## src/rtl/uart_rx_pkg.sv

```systemverilog
`default_nettype none
// ============================================================================
//  Package     : uart_rx_pkg
//  Description : Shared types and helpers for the oversampling UART receiver.
//                rx_state_t - receiver FSM states
//                calc_div   - clock cycles per oversample tick (rounded)
//  Revision    : 1.0 - initial release
// ============================================================================
package uart_rx_pkg;

    localparam int OVERSAMPLE_DEFAULT = 16;

    typedef enum logic [1:0] {
        IDLE  = 2'd0,
        START = 2'd1,
        DATA  = 2'd2,
        STOP  = 2'd3
    } rx_state_t;

    // Rounded-to-nearest divider from system clock to oversample tick rate.
    function automatic int calc_div(input int clk_freq, input int baud, input int os);
        return (clk_freq + (baud * os) / 2) / (baud * os);
    endfunction

endpackage
`default_nettype wire

```

## src/rtl/uart_baud_tick.sv

```systemverilog
`default_nettype none
// ============================================================================
//  Module      : uart_baud_tick
//  Description : Clearable clock divider. Emits a one-cycle tick every DIV
//                cycles; i_clear restarts the period so the first tick lands
//                exactly DIV cycles after the clear cycle.
//  Ports       : clk      - system clock
//                rst      - synchronous active-high reset
//                i_clear  - restart the period (tick suppressed this cycle)
//                o_tick   - one-cycle tick
//  Revision    : 1.0 - initial release
// ============================================================================
module uart_baud_tick #(
    parameter int DIV = 27
) (
    input  logic clk,
    input  logic rst,
    input  logic i_clear,
    output logic o_tick
);

    localparam int                c_cnt_w = (DIV > 1) ? $clog2(DIV) : 1;
    localparam logic [c_cnt_w-1:0] c_last  = c_cnt_w'(DIV - 1);

    logic [c_cnt_w-1:0] r_cnt;

    always_ff @(posedge clk) begin
        if (rst || i_clear) begin
            r_cnt <= '0;
        end else if (r_cnt == c_last) begin
            r_cnt <= '0;
        end else begin
            r_cnt <= r_cnt + 1'b1;
        end
    end

    assign o_tick = (r_cnt == c_last) && !i_clear;

endmodule
`default_nettype wire

```

## src/rtl/uart_rx_os.sv

```systemverilog
`default_nettype none
// ============================================================================
//  Module      : uart_rx_os
//  Description : 8N1-style UART receiver, OVERSAMPLE ticks per bit with a
//                2-of-3 majority vote around mid-bit. Flags false starts
//                (silently), framing errors and overruns. Output word is held
//                in a valid/ready register.
//  Ports       : clk         - system clock
//                reset       - synchronous active-high reset
//                ena         - receiver enable (low aborts the frame)
//                rx          - asynchronous serial input, idles high
//                data        - received word, stable while valid
//                valid       - word available
//                ready       - consumer accepts when valid && ready
//                framing_err - one-cycle pulse, stop bit sampled 0
//                overrun_err - one-cycle pulse, good frame while valid high
//                busy        - FSM not in IDLE
//  Revision    : 1.0 - initial release
// ============================================================================
module uart_rx_os
    import uart_rx_pkg::*;
#(
    parameter int DATA_WIDTH = 8,
    parameter int BAUD_RATE  = 115_200,
    parameter int CLK_FREQ   = 50_000_000,
    parameter int OVERSAMPLE = OVERSAMPLE_DEFAULT
) (
    input  logic                  clk,
    input  logic                  reset,
    input  logic                  ena,
    input  logic                  rx,
    output logic [DATA_WIDTH-1:0] data,
    output logic                  valid,
    input  logic                  ready,
    output logic                  framing_err,
    output logic                  overrun_err,
    output logic                  busy
);

    localparam int c_div   = calc_div(CLK_FREQ, BAUD_RATE, OVERSAMPLE);
    localparam int c_mid   = OVERSAMPLE / 2;
    localparam int c_k_w   = $clog2(OVERSAMPLE);
    localparam int c_bit_w = (DATA_WIDTH > 1) ? $clog2(DATA_WIDTH) : 1;

    // Vote window sits at k = M-1, M, M+1; k = OVERSAMPLE-1 ends the bit.
    localparam logic [c_k_w-1:0]   c_k_vote0 = c_k_w'(c_mid - 1);
    localparam logic [c_k_w-1:0]   c_k_vote1 = c_k_w'(c_mid);
    localparam logic [c_k_w-1:0]   c_k_vote2 = c_k_w'(c_mid + 1);
    localparam logic [c_k_w-1:0]   c_k_end   = c_k_w'(OVERSAMPLE - 1);
    localparam logic [c_bit_w-1:0] c_bit_last = c_bit_w'(DATA_WIDTH - 1);

    // Synchronizer and edge history
    logic r_sync1;
    logic r_rx_s;
    logic r_rx_prev;

    // Receiver state
    rx_state_t             r_state;
    logic [c_k_w-1:0]      r_k;
    logic [c_bit_w-1:0]    r_bit;
    logic [1:0]            r_vote;
    logic [DATA_WIDTH-1:0] r_shift;
    logic                  r_armed;

    // Output register
    logic [DATA_WIDTH-1:0] r_data;
    logic                  r_valid;
    logic                  r_framing_err;
    logic                  r_overrun_err;

    logic       w_edge;
    logic       w_start;
    logic       w_clear;
    logic       w_tick;
    logic [1:0] w_vote_sum;
    logic       w_maj;
    logic       w_accept;

    always_ff @(posedge clk) begin
        if (reset) begin
            r_sync1   <= 1'b1;
            r_rx_s    <= 1'b1;
            r_rx_prev <= 1'b1;
        end else begin
            r_sync1   <= rx;
            r_rx_s    <= r_sync1;
            r_rx_prev <= r_rx_s;
        end
    end

    assign w_edge   = r_rx_prev & ~r_rx_s;
    assign w_start  = ena & r_armed & w_edge & (r_state == IDLE);
    // Divider restarts on the accepted edge so tick k=0 is DIV cycles later.
    assign w_clear  = ~ena | w_start;
    assign w_accept = r_valid & ready;

    // Two earlier votes (0..2) plus the current sample; bit 1 set means >= 2.
    assign w_vote_sum = r_vote + {1'b0, r_rx_s};
    assign w_maj      = w_vote_sum[1];

    uart_baud_tick #(
        .DIV (c_div)
    ) u_baud_tick (
        .clk     (clk),
        .rst     (reset),
        .i_clear (w_clear),
        .o_tick  (w_tick)
    );

    always_ff @(posedge clk) begin
        if (reset) begin
            r_state       <= IDLE;
            r_k           <= '0;
            r_bit         <= '0;
            r_vote        <= '0;
            r_shift       <= '0;
            r_armed       <= 1'b1;
            r_data        <= '0;
            r_valid       <= 1'b0;
            r_framing_err <= 1'b0;
            r_overrun_err <= 1'b0;
        end else begin
            r_framing_err <= 1'b0;
            r_overrun_err <= 1'b0;

            if (w_accept) begin
                r_valid <= 1'b0;
            end

            // After a framing error the line must be seen idle before a new
            // falling edge is trusted, so a held break cannot retrigger.
            if (r_rx_s) begin
                r_armed <= 1'b1;
            end

            if (!ena) begin
                r_state <= IDLE;
            end else begin
                case (r_state)
                    IDLE: begin
                        if (w_start) begin
                            r_state <= START;
                            r_k     <= '0;
                            r_bit   <= '0;
                            r_vote  <= '0;
                        end
                    end
                    default: begin
                        if (w_tick) begin
                            r_k <= (r_k == c_k_end) ? '0 : r_k + 1'b1;

                            if (r_k == c_k_vote0) begin
                                r_vote <= {1'b0, r_rx_s};
                            end else if (r_k == c_k_vote1) begin
                                r_vote <= w_vote_sum;
                            end

                            case (r_state)
                                START: begin
                                    if ((r_k == c_k_vote2) && w_maj) begin
                                        r_state <= IDLE;       // false start
                                    end else if (r_k == c_k_end) begin
                                        r_state <= DATA;
                                    end
                                end
                                DATA: begin
                                    if (r_k == c_k_vote2) begin
                                        r_shift <= {w_maj, r_shift[DATA_WIDTH-1:1]};
                                    end
                                    if (r_k == c_k_end) begin
                                        if (r_bit == c_bit_last) begin
                                            r_state <= STOP;
                                        end else begin
                                            r_bit <= r_bit + 1'b1;
                                        end
                                    end
                                end
                                STOP: begin
                                    // Decide at mid-stop to leave margin for a
                                    // back-to-back start edge.
                                    if (r_k == c_k_vote2) begin
                                        r_state <= IDLE;
                                        if (w_maj) begin
                                            if (!r_valid || w_accept) begin
                                                r_data  <= r_shift;
                                                r_valid <= 1'b1;
                                            end else begin
                                                r_overrun_err <= 1'b1;
                                            end
                                        end else begin
                                            r_framing_err <= 1'b1;
                                            r_armed       <= 1'b0;
                                        end
                                    end
                                end
                                default: ;
                            endcase
                        end
                    end
                endcase
            end
        end
    end

    assign data        = r_data;
    assign valid       = r_valid;
    assign framing_err = r_framing_err;
    assign overrun_err = r_overrun_err;
    assign busy        = (r_state != IDLE);

endmodule
`default_nettype wire
```

## config.mk

```make
export PLATFORM = sky130hd
export DESIGN_NAME = uart_rx_os
export DESIGN_NICKNAME = d
export VERILOG_FILES = /design/src/rtl/uart_rx_pkg.sv /design/src/rtl/uart_baud_tick.sv /design/src/rtl/uart_rx_os.sv
export SDC_FILE = /design/constraint.sdc
export NUM_CORES = 1
export LEC_CHECK = 0
export CAP_MARGIN = 10
export CELL_PAD_IN_SITES_DETAIL_PLACEMENT = 1
export CELL_PAD_IN_SITES_GLOBAL_PLACEMENT = 2
export CORE_MARGIN = 2
export CORE_UTILIZATION = 25
export DETAILED_ROUTE_END_ITERATION = 10
export PLACE_DENSITY_LB_ADDON = 0.05
export SETUP_SLACK_MARGIN = 0.3
export SYNTH_ARGS = -nofsm -noshare
export SYNTH_HDL_FRONTEND = slang
export SYNTH_HIERARCHICAL = 1
export SYNTH_SLANG_ARGS = --single-unit
export TNS_END_PERCENT = 50
```

## constraint.sdc

```tcl
create_clock -name clk -period 2.2 [get_ports clk]
set_input_delay 0.44 -clock clk [delete_from_list [all_inputs] [get_ports clk]]
set_output_delay 0.44 -clock clk [all_outputs]
set_load 0.005 [all_outputs]
```

# After elaboration in Yosys (flattened, before gate mapping)
# Index checks and enable logic that the tools add are counted.
# Widths: inputs -> output; s select.
# word_totals
reg_bits,39
latch_bits,0
ramBits,0
romBits,0
output_inout_bits,12
mem_count,0
# op_classes
addsub,4
n_mul,0
n_div,0
n_lt_le_gt_ge,0
n_eq_ne,15
n_shift,0
mux,41
n_bitwise,13
n_reduce_logical,23
# ops
operator,n
$mux 2,13
$mux 3,6
$mux 1,17
$mux 4,4
$reduce_and 7->1,2
$eq 4x4->1 const B,3
$ne 3x3->1 const B,3
$reduce_bool 2->1,4
$not 1->1,7
$reduce_or 7->1,1
$pmux 2 s3,1
$reduce_and 6->1,1
$reduce_or 6->1,1
$add 5x1->5 const B,1
$and 1x1->1,5
$eq 5x5->1 const B,1
$reduce_and 5->1,1
$add 4x1->4 const B,1
$eq 2x2->1 const B,2
$eq 4x3->1 const B,1
$ne 2x2->1 const B,2
$ne 4x4->1 const B,1
$reduce_and 4->1,1
$reduce_bool 4->1,1
12 further kinds,16

# Longest topological paths before layout
# Gate-level depths: netlist of the first run.
# logic_depth
depth_word,10
mapped_depth,12
depth_no_buf,10

# Cells and area by module
# The synthesis of the first run kept the hierarchy.
# by_module_without_submodules
mod,n_inst,cells_each,area_per_inst_um2,seq_area_each_um2
uart_rx_os,1,171,1579.0,680.7
uart_baud_tick,1,22,206.4,100.1

# Worst setup path after synthesis of the first run
# Ideal clock, no wire load.
# synth_path
path_kind,flip-flop to flip-flop
start,reg r_state[0]
end,"reg r_data[0], in the netlist data[0]"
arrival_time_ns,2.104
required_time_ns,2.068
setup_slack_ns,-0.036
path_stages_with_launch,12
n_path_buf,1
period_less_slack_ns,2.236
path_cell_list,dfxtp_1 inv_1 ha_1 and4b_1 nand2_1 nand2_1 nor2_1 and3b_1 clkbuf_1 nand4_1 o21ai_1 a21oi_1
# synth_via
elab_chain_len,6
# synth_lines
element,line,rtl
start: declaration,uart_rx_os.sv:58,rx_state_t r_state;
start signal: assignment,uart_rx_os.sv:112,r_state <= IDLE;
start signal: assignment,uart_rx_os.sv:137,r_state <= IDLE;
start signal: assignment,uart_rx_os.sv:142,r_state <= START;
$logic_not 2->1,uart_rx_os.sv:92,assign w_start = ena & r_armed & w_edge & (r_state == IDLE);
$and 1x1->1,uart_rx_os.sv:92,
$or 1x1->1,uart_rx_os.sv:94,assign w_clear = ~ena | w_start;
via w_clear,uart_rx_os.sv:73,logic w_clear;
$logic_not 1->1,uart_baud_tick.sv:37,assign o_tick = (r_cnt == c_last) && !i_clear;
$logic_and 1x1->1,uart_baud_tick.sv:37,
via w_tick,uart_rx_os.sv:74,logic w_tick;
$reduce_and 7->1 (no source line),-,
end signal: assignment,uart_rx_os.sv:185,r_data <= r_shift;
end: declaration,uart_rx_os.sv:66,logic [DATA_WIDTH-1:0] r_data;
# The timed path passes the listed nets, and every way through them passes these cells.
# A chain may end at the register's enable or synchronous reset.

# Worst setup path after layout of the first run
# layout_path
start,reg r_state[0]
end,reg r_bit[1]
# layout_via
elab_chain_len,7
# layout_lines
element,line,rtl
$logic_not 2->1,uart_rx_os.sv:92,
$and 1x1->1,uart_rx_os.sv:92,
$or 1x1->1,uart_rx_os.sv:94,
via w_clear,uart_rx_os.sv:73,
$logic_not 1->1,uart_baud_tick.sv:37,
$logic_and 1x1->1,uart_baud_tick.sv:37,
via w_tick,uart_rx_os.sv:74,
$reduce_bool 2->1 (no source line),-,
$reduce_and 6->1 (no source line),-,
end signal: assignment,uart_rx_os.sv:174,r_bit <= r_bit + 1'b1;
end: declaration,uart_rx_os.sv:60,logic [c_bit_w-1:0] r_bit;
# The timed path passes the listed nets, and every way through them passes these cells.

==> summary.md, run 1 <==
| Metric | Value |
|---|---|
| Status | finished clean |
| Top-Level Pins | 17 |
| Remaining global-route overflow | 0 |
| Seq/Total Area, Yosys | 0.4373 |
| Final ANT Viol Nets | 0 |
| Area share of the largest cell type after synthesis | 0.4373 |
| Final GP Congestion | 0.7887 |
| Power Density | ~560 nW/um2 |
| Port bufs | 16 |
| Leak | 0.9177 nW |
| # diodes | 0 |
| Worst-Margin Slew | ~0.63 ns |
| RSZ-0062 raised after global routing | true |
| Setup slack at placement | -0.2886 ns |
| Min-delay worst type | reg2reg |
| YS warnings | 6 |
| CTS max path bufs | 2 |
| Final worst-path cycle share | 0.9163 |
| Setup ws final | 0.1840 ns |
| CP required | 2.43 ns |
| Crit path max fanout | 7 |
| Total CTS buffers | 5 |
| Per-cell routed wire length | between 10 and 15 um |
| Skew-Pair Late Insertion Delay | 0.29 ns |
| Post-synth top cells | 39 x dfxtp_1, 17 x a21oi_1, 17 x nor2_1 |
| Crit end category | flip-flop |
| Nets | between 200 and 250 |
| Worst-case clock skew | 0.008368 ns |
| Fin crit period | ~2.0 ns |
| Post-Synthesis Cells | 193 |
| Max-cap violation count | 0 |
| Routed Wire Length | 4.660 mm |
| Hold_ws | 0.4145 ns |
| Fraction of layout cells with a size suffix above 1 | 0.3074 |
| Initial drt markers | 44 |
| Initial antenna violation count | 0 |
| Die Wd | around 89 um |
| Peak supply drop | 0.0002455 V |
| Global-route usage over all layers | 0.1354 |
| Global-route wire length before repair | just over 8 mm |
| Hold buffers post-CTS | 0 |
| Final hold vios | 0 |
| CTS Root Cell | clkbuf_8 |
| Rel. slew slack | 0.5804 |
| Number of distinct library cells after synthesis | 45 |
| CTS tree | done |
| Setup Viol. Count Final | 0 |
| Routed vias/inst | 4.667 |
| Max Freq | 496.0 MHz |
| Drt pass-1 iters | 4 |
| Post-synthesis cell area | around 1800 um2 |
| Hpwl dp | 3.485 mm |
| Final Util | 0.3652 |
| Synth Net Count | 210 |
| Core Footprint | around 6900 um2 |
| Main flop type after synthesis | dfxtp_1 |
| Synthesis-to-finish area growth | 40.50% |
| Initial core utilization | 0.2599 |
| DR vias | 1526 |
| Largest net degree at the start of global routing | 34 |
| Die area | ~8000 um2 |
| Syn Area/Cell | 9.251 um2 |
| Vias in the first global route | about 1.7k |
| DRC violations left | 0 |
| Most common cell in the netlist | dfxtp_1 |
| Area leader, netlist | dfxtp_1 |
| Ys async rst share | 0 |
| Crit path launch type | flip-flop |
| WP data arrival | approximately 2.3 ns |
| Cell Rows | 30 |
| Clock Pin Slew Worst Setup and Hold Paths | 0.08 ns |
| Slew Limit Fails | 0 |
| WS Path Type | reg2reg |
| #FFs+latches synth | 39 |
| Clock Sinks | 39 |
| Top post-synthesis cells by area | dfxtp_1 44%, ha_1 8.4%, mux2i_1 5.0%, a21oi_1 4.8%, o21ai_1 3.9% |
| Post-synth EDFFs | 0 |
| H-tree depth | 2 |
| Die span in y | around 90 um |
-- critical path, cell delays in order (launching register included) --
cell	delay, ns
dfxtp_2	0.34
inv_2	0.05
ha_4	0.15
and4b_2	0.22
nand2_2	0.07
nand2_2	0.07
nor2_4	0.10
nor2b_4	0.19
o21ai_4	0.10
or4b_4	0.53
a21oi_2	0.14
-- sequential cells by signal, summed over array words and instances, names as in the netlist --
register,count
overrun_err,1
r_rx_s,1
valid,1
framing_err,1
r_bit,3
r_vote,2
r_shift,8
r_rx_prev,1
r_k,4
u_baud_tick/r_cnt,5
r_armed,1
data,8
r_state,2
r_sync1,1
-- through the flow --
step | instance area (um2) | std cells | power [mW] | setup TNS [ns]
detailed placement | 2196 | 314 | 0.7781 | -2.367
finish | 2509 | 327 | 1.395 | 0
global placement | 2196 | 314 | 0.7758 | -0.9347
global route | 2509 | 327 | 1.467 | 0
CTS | 2425 | 326 | 1.412 | 0
floorplan | 1807 | 193 | 0.7526 | 0
-- metal layers --
layer  track usage  share of wire  vias up
li1              -              -      765
met2        0.2509           0.51       19
met5             0              0        -
met4       0.03306         0.0056        0
met1        0.1536           0.46      740
met3       0.03638          0.024        2
-- where the power goes --
group,switching [mW],leakage (nW),internal (mW),total [mW]
Sequential,0.00259,0.316,0.710,0.712
Clock,0.256,0.0612,0.367,0.623
Combinational,0.0339,0.541,0.0265,0.0604
Total,0.292,0.918,1.10,1.40
-- cell type report --
cell class / instances / area (um2)
Clock buffer: 6 / 82.58
Clock inverter: 2 / 35.03
Fill cell: 792 / 4360
Inverter: 10 / 40.04
Multi-Input combinational cell: 135 / 1091
Sequential cell: 39 / 783.3
Tap cell: 96 / 120.1
Timing Repair Buffer: 39 / 356.6
-- placed cells by master (no fill, tap or decap), types with 3 or more instances in the layout --
| cell | netlist | routed |
|---|---|---|
| dfxtp_1 | 39 | 37 |
| buf_4 | 0 | 19 |
| nor2_1 | 17 | 16 |
| clkdlybuf4s50_1 | 0 | 16 |
| a21oi_1 | 17 | 13 |
| o21ai_1 | 14 | 12 |
| ha_1 | 12 | 11 |
| mux2i_1 | 9 | 9 |
| inv_1 | 10 | 7 |
| nand3_2 | 1 | 7 |
| nand3_1 | 12 | 6 |
| clkbuf_8 | 0 | 6 |
| a21oi_2 | 0 | 4 |
| nor3_1 | 4 | 4 |
| nand2_2 | 1 | 3 |
| xor2_1 | 3 | 3 |
| or4_1 | 3 | 3 |
| or2_2 | 3 | 3 |
| buf_6 | 0 | 3 |
-- final timing paths --
| check | start | end | slack [ns] | cells after the start |
|---|---|---|---|---|
| max | r_state[0] | r_bit[1] | 0.18 | 10 |
| min | r_sync1 | r_rx_s | 0.41 | 1 |
| max reg2reg | r_state[0] | r_bit[1] | 0.18 | 10 |
| min reg2reg | r_sync1 | r_rx_s | 0.41 | 1 |
-- cells by family (layout without fill, tap and decap cells) --
logic type      Yosys count  in the layout  share of synthesized area
flops                    39             39                     0.4373
xor+xnor                  4              4                    0.01963
mux                       9              9                    0.05046
simple gates             64             64                     0.2067
fa+ha+maj                12             12                    0.08409
compound gates           46             46                     0.1598
buf+inv                  19             57                    0.04205
-- what timing repair did --
item                                    4_1_cts  5_1_grt
endpoints found under the setup margin       30       30
buffers inserted                              4        1
hold endpoints to repair                      0        0
gates resized for setup                      21       14
pin swaps                                    11       14
Note: power is estimated with default switching activity, not from simulation.
==> run 2, diff against run 1 <==
--- a/config.mk
+++ b/config.mk
@@ -10,8 +10,10 @@
 export CELL_PAD_IN_SITES_GLOBAL_PLACEMENT = 2
 export CORE_MARGIN = 2
 export CORE_UTILIZATION = 25
+export CTS_BUF_LIST = sky130_fd_sc_hd__clkbuf_2 sky130_fd_sc_hd__clkbuf_4 sky130_fd_sc_hd__clkbuf_8
 export DETAILED_ROUTE_END_ITERATION = 10
 export PLACE_DENSITY_LB_ADDON = 0.05
+export RECOVER_POWER = 50
 export SETUP_SLACK_MARGIN = 0.3
 export SYNTH_ARGS = -nofsm -noshare
 export SYNTH_HDL_FRONTEND = slang
==> summary.md, run 2 (synthesis results as in run 1) <==
| Metric | Value |
|---|---|
| Final Total Pwr | 1.394 mW (was 1.395 mW) |
| Die Wd | 88.51 um (unchanged) |
| Port bufs | 16 (unchanged) |
| Final worst-path cycle share | 0.9197 (was 0.9163) |
| H-tree depth | 2 (unchanged) |
| Final GP Congestion | 0.7887 (unchanged) |
| Skew-Pair Late Insertion Delay | 0.29 ns (about the same) |
| Crit path launch type | flip-flop (unchanged) |
| Total CTS buffers | 5 (unchanged) |
| Hpwl dp | 3.485 mm (unchanged) |
| Hold path depth | 1 (unchanged) |
| Die span in y | 88.51 um (unchanged) |
| CTS max path bufs | 2 (unchanged) |
| CTS Root Cell | clkbuf_8 (unchanged) |
| Initial core utilization | 0.2599 (unchanged) |
| Routed Wire Length | 4.651 mm (was 4.660 mm) |
| Initial antenna violation count | 0 (unchanged) |
| Register area | 783.3 um2 (unchanged) |
| Commonest non-fill, non-tap cell in the layout | dfxtp_1 (unchanged) |
| Remaining global-route overflow | 0 (unchanged) |
| Setup slack at placement | -0.2886 ns (unchanged) |
| Nets | 247 (unchanged) |
| Area taken by multi-input logic gates | 1082 um2 (was 1091 um2) |
| RSZ-0062 raised after global routing | true (unchanged) |
| Crit path max fanout | 7 (unchanged) |
| Clock Sinks | 39 (unchanged) |
| Power Density | 558.0 nW/um2 (was 556.3 nW/um2) |
| Max-cap violation count | 0 (unchanged) |
| FILL cells | 792 (unchanged) |
| Most frequent cells in the layout | 37 x dfxtp_1, 18 x buf_4, 16 x nor2_1 (was 37 x dfxtp_1, 19 x buf_4, 16 x nor2_1, 16 x clkdlybuf4s50_1, 13 x a21oi_1) |
| Setup ws final | 0.1767 ns (was 0.1840 ns) |
| Final hold vios | 0 (unchanged) |
| Routed vias/inst | 4.682 (was 4.667) |
| Worst-Margin Slew | 0.7279 ns (was 0.6281 ns) |
| Crit end category | flip-flop (unchanged) |
| Flop2flop setup slack | 0.18 ns (about the same) |
| Final ANT Viol Nets | 0 (unchanged) |
| Fraction of layout cells with a size suffix above 1 | 0.2944 (was 0.3074) |
| Cell Rows | 30 (unchanged) |
| Global-route wire length before repair | 8.128 mm (unchanged) |
| Per-cell routed wire length | 14.22 um (was 14.25 um) |
| Initial drt markers | 44 (unchanged) |
| Cell repeated most along the worst path | nand2_2 (unchanged) |
| Global-route usage over all layers | 0.1354 (unchanged) |
| WS Path Type | reg2reg (unchanged) |
| Largest net degree at the start of global routing | 34 (unchanged) |
| Setup Viol. Count Final | 0 (unchanged) |
| CP required | 2.42 ns (was 2.43 ns) |
| Final Util | 0.3636 (was 0.3652) |
| WP data arrival | 2.24 ns (was 2.25 ns) |
| Hold buffers post-CTS | 0 (unchanged) |
| Drt pass-1 iters | 4 (unchanged) |
| Die area | 7834 um2 (unchanged) |
| Rel. slew slack | 0.5147 (was 0.5804) |
| Core Footprint | 6869 um2 (unchanged) |
| Status | finished clean (unchanged) |
| Slew Limit Fails | 0 (unchanged) |
| Max Freq | 494.2 MHz (was 496.0 MHz) |
| Register-to-Register Path Depth | 10 (unchanged) |
| Leak | 0.9573 nW (was 0.9177 nW) |
| Worst stage delay on the critical path | 0.53 ns (about the same) |
| Peak supply drop | 0.0002455 V (about the same) |
| Vias in the first global route | 1678 (unchanged) |
| DR vias | 1531 (was 1526) |
| Crit-path cells | inv_2 -> ha_4 -> and4b_2 -> nand2_2 -> nand2_2 -> nor2_4 -> nor2b_4 -> o21ai_4 -> or4b_4 -> a21oi_2 (unchanged) |
| Clock Pin Slew Worst Setup and Hold Paths | 0.08 ns (about the same) |
| # diodes | 0 (unchanged) |
| Synthesis-to-finish area growth | 39.87% (was 40.50%) |
| Top-Level Pins | 17 (unchanged) |
| Min-delay worst type | reg2reg (unchanged) |
| DRC violations left | 0 (unchanged) |
| Crit-path slowest cell | or4b_4 (unchanged) |
| Fin crit period | 2.023 ns (was 2.016 ns) |
| Worst-case clock skew | 0.007994 ns (was 0.008368 ns) |
| CTS tree | done (unchanged) |
==> run 2: stage by stage <==
stage / TNS (ns) / area (um2) / cells / hold slack, ns
2_1_floorplan: 0 / 1807 / 193 / 0.3895
3_3_place_gp: -0.9347 / 2196 / 314 / 0.3926
3_5_place_dp: -2.367 / 2196 / 314 / 0.4001
4_1_cts: 0 / 2425 / 326 / 0.4185
5_1_grt: 0 / 2497 / 327 / 0.4345
6_report: 0 / 2497 / 327 / 0.4145
==> run 2: timing repair <==
action	in CTS	in global routing
buffers inserted	4	1
gates resized for setup	21	14
setup endpoints to repair	30	30
pin swaps	11	14
==> run 2: worst paths after layout <==
| kind | from | endpoint |
|---|---|---|
| worst min register to register | r_sync1 | r_rx_s |
| worst max register to register | r_state[0] | r_bit[1] |
| worst min-delay path | r_sync1 | r_rx_s |
| worst max-delay path | r_state[0] | r_bit[1] |
==> run 2: power breakdown <==
group / total (mW) / switching (mW) / leakage, nW / internal (mW)
sequential: 0.712 / 0.00262 / 0.316 / 0.710
clock: 0.622 / 0.255 / 0.0612 / 0.367
combinational: 0.0591 / 0.0338 / 0.580 / 0.0253
total: 1.39 / 0.292 / 0.957 / 1.10
==> run 2: area by class of cell <==
| class | count | share of cell area |
|---|---|---|
| clock inverters | 2 | 0.01403 |
| repair buffers | 39 | 0.1418 |
| multi-input cells | 135 | 0.4334 |
| clock buffers | 6 | 0.03307 |
| flip-flops and latches | 39 | 0.3136 |
| well taps | 96 | 0.04810 |
| inverters | 10 | 0.01603 |
==> run 2: worst max-delay path, delay by kind of cell, from the launching register on <==
family / cells / cell delay (ns)
AND/OR/NAND/NOR: 6 / 1.17
flip-flops: 1 / 0.34
AO/OA/AOI/OAI: 2 / 0.24
adder cells (fa/ha/maj): 1 / 0.15
buffers and inverters: 1 / 0.05
==> run 2: metal layers <==
metal  routed length, um  part of all wire  up-vias  track usage
li1                    -                 -      766            -
met3                 112             0.024        2      0.03638
met1                2106              0.45      744       0.1536
met4                  26            0.0056        0      0.03306
met2                2406              0.52       19       0.2509
met5                   0                 0        -            0
==> run 3, diff against run 2 <==
--- a/config.mk
+++ b/config.mk
@@ -15,6 +15,7 @@
 export PLACE_DENSITY_LB_ADDON = 0.05
 export RECOVER_POWER = 50
 export SETUP_SLACK_MARGIN = 0.3
+export SKIP_LAST_GASP = 1
 export SYNTH_ARGS = -nofsm -noshare
 export SYNTH_HDL_FRONTEND = slang
 export SYNTH_HIERARCHICAL = 1
==> results of run 3 <==
Final layout, timing and power as in run 2 (identical DEF).
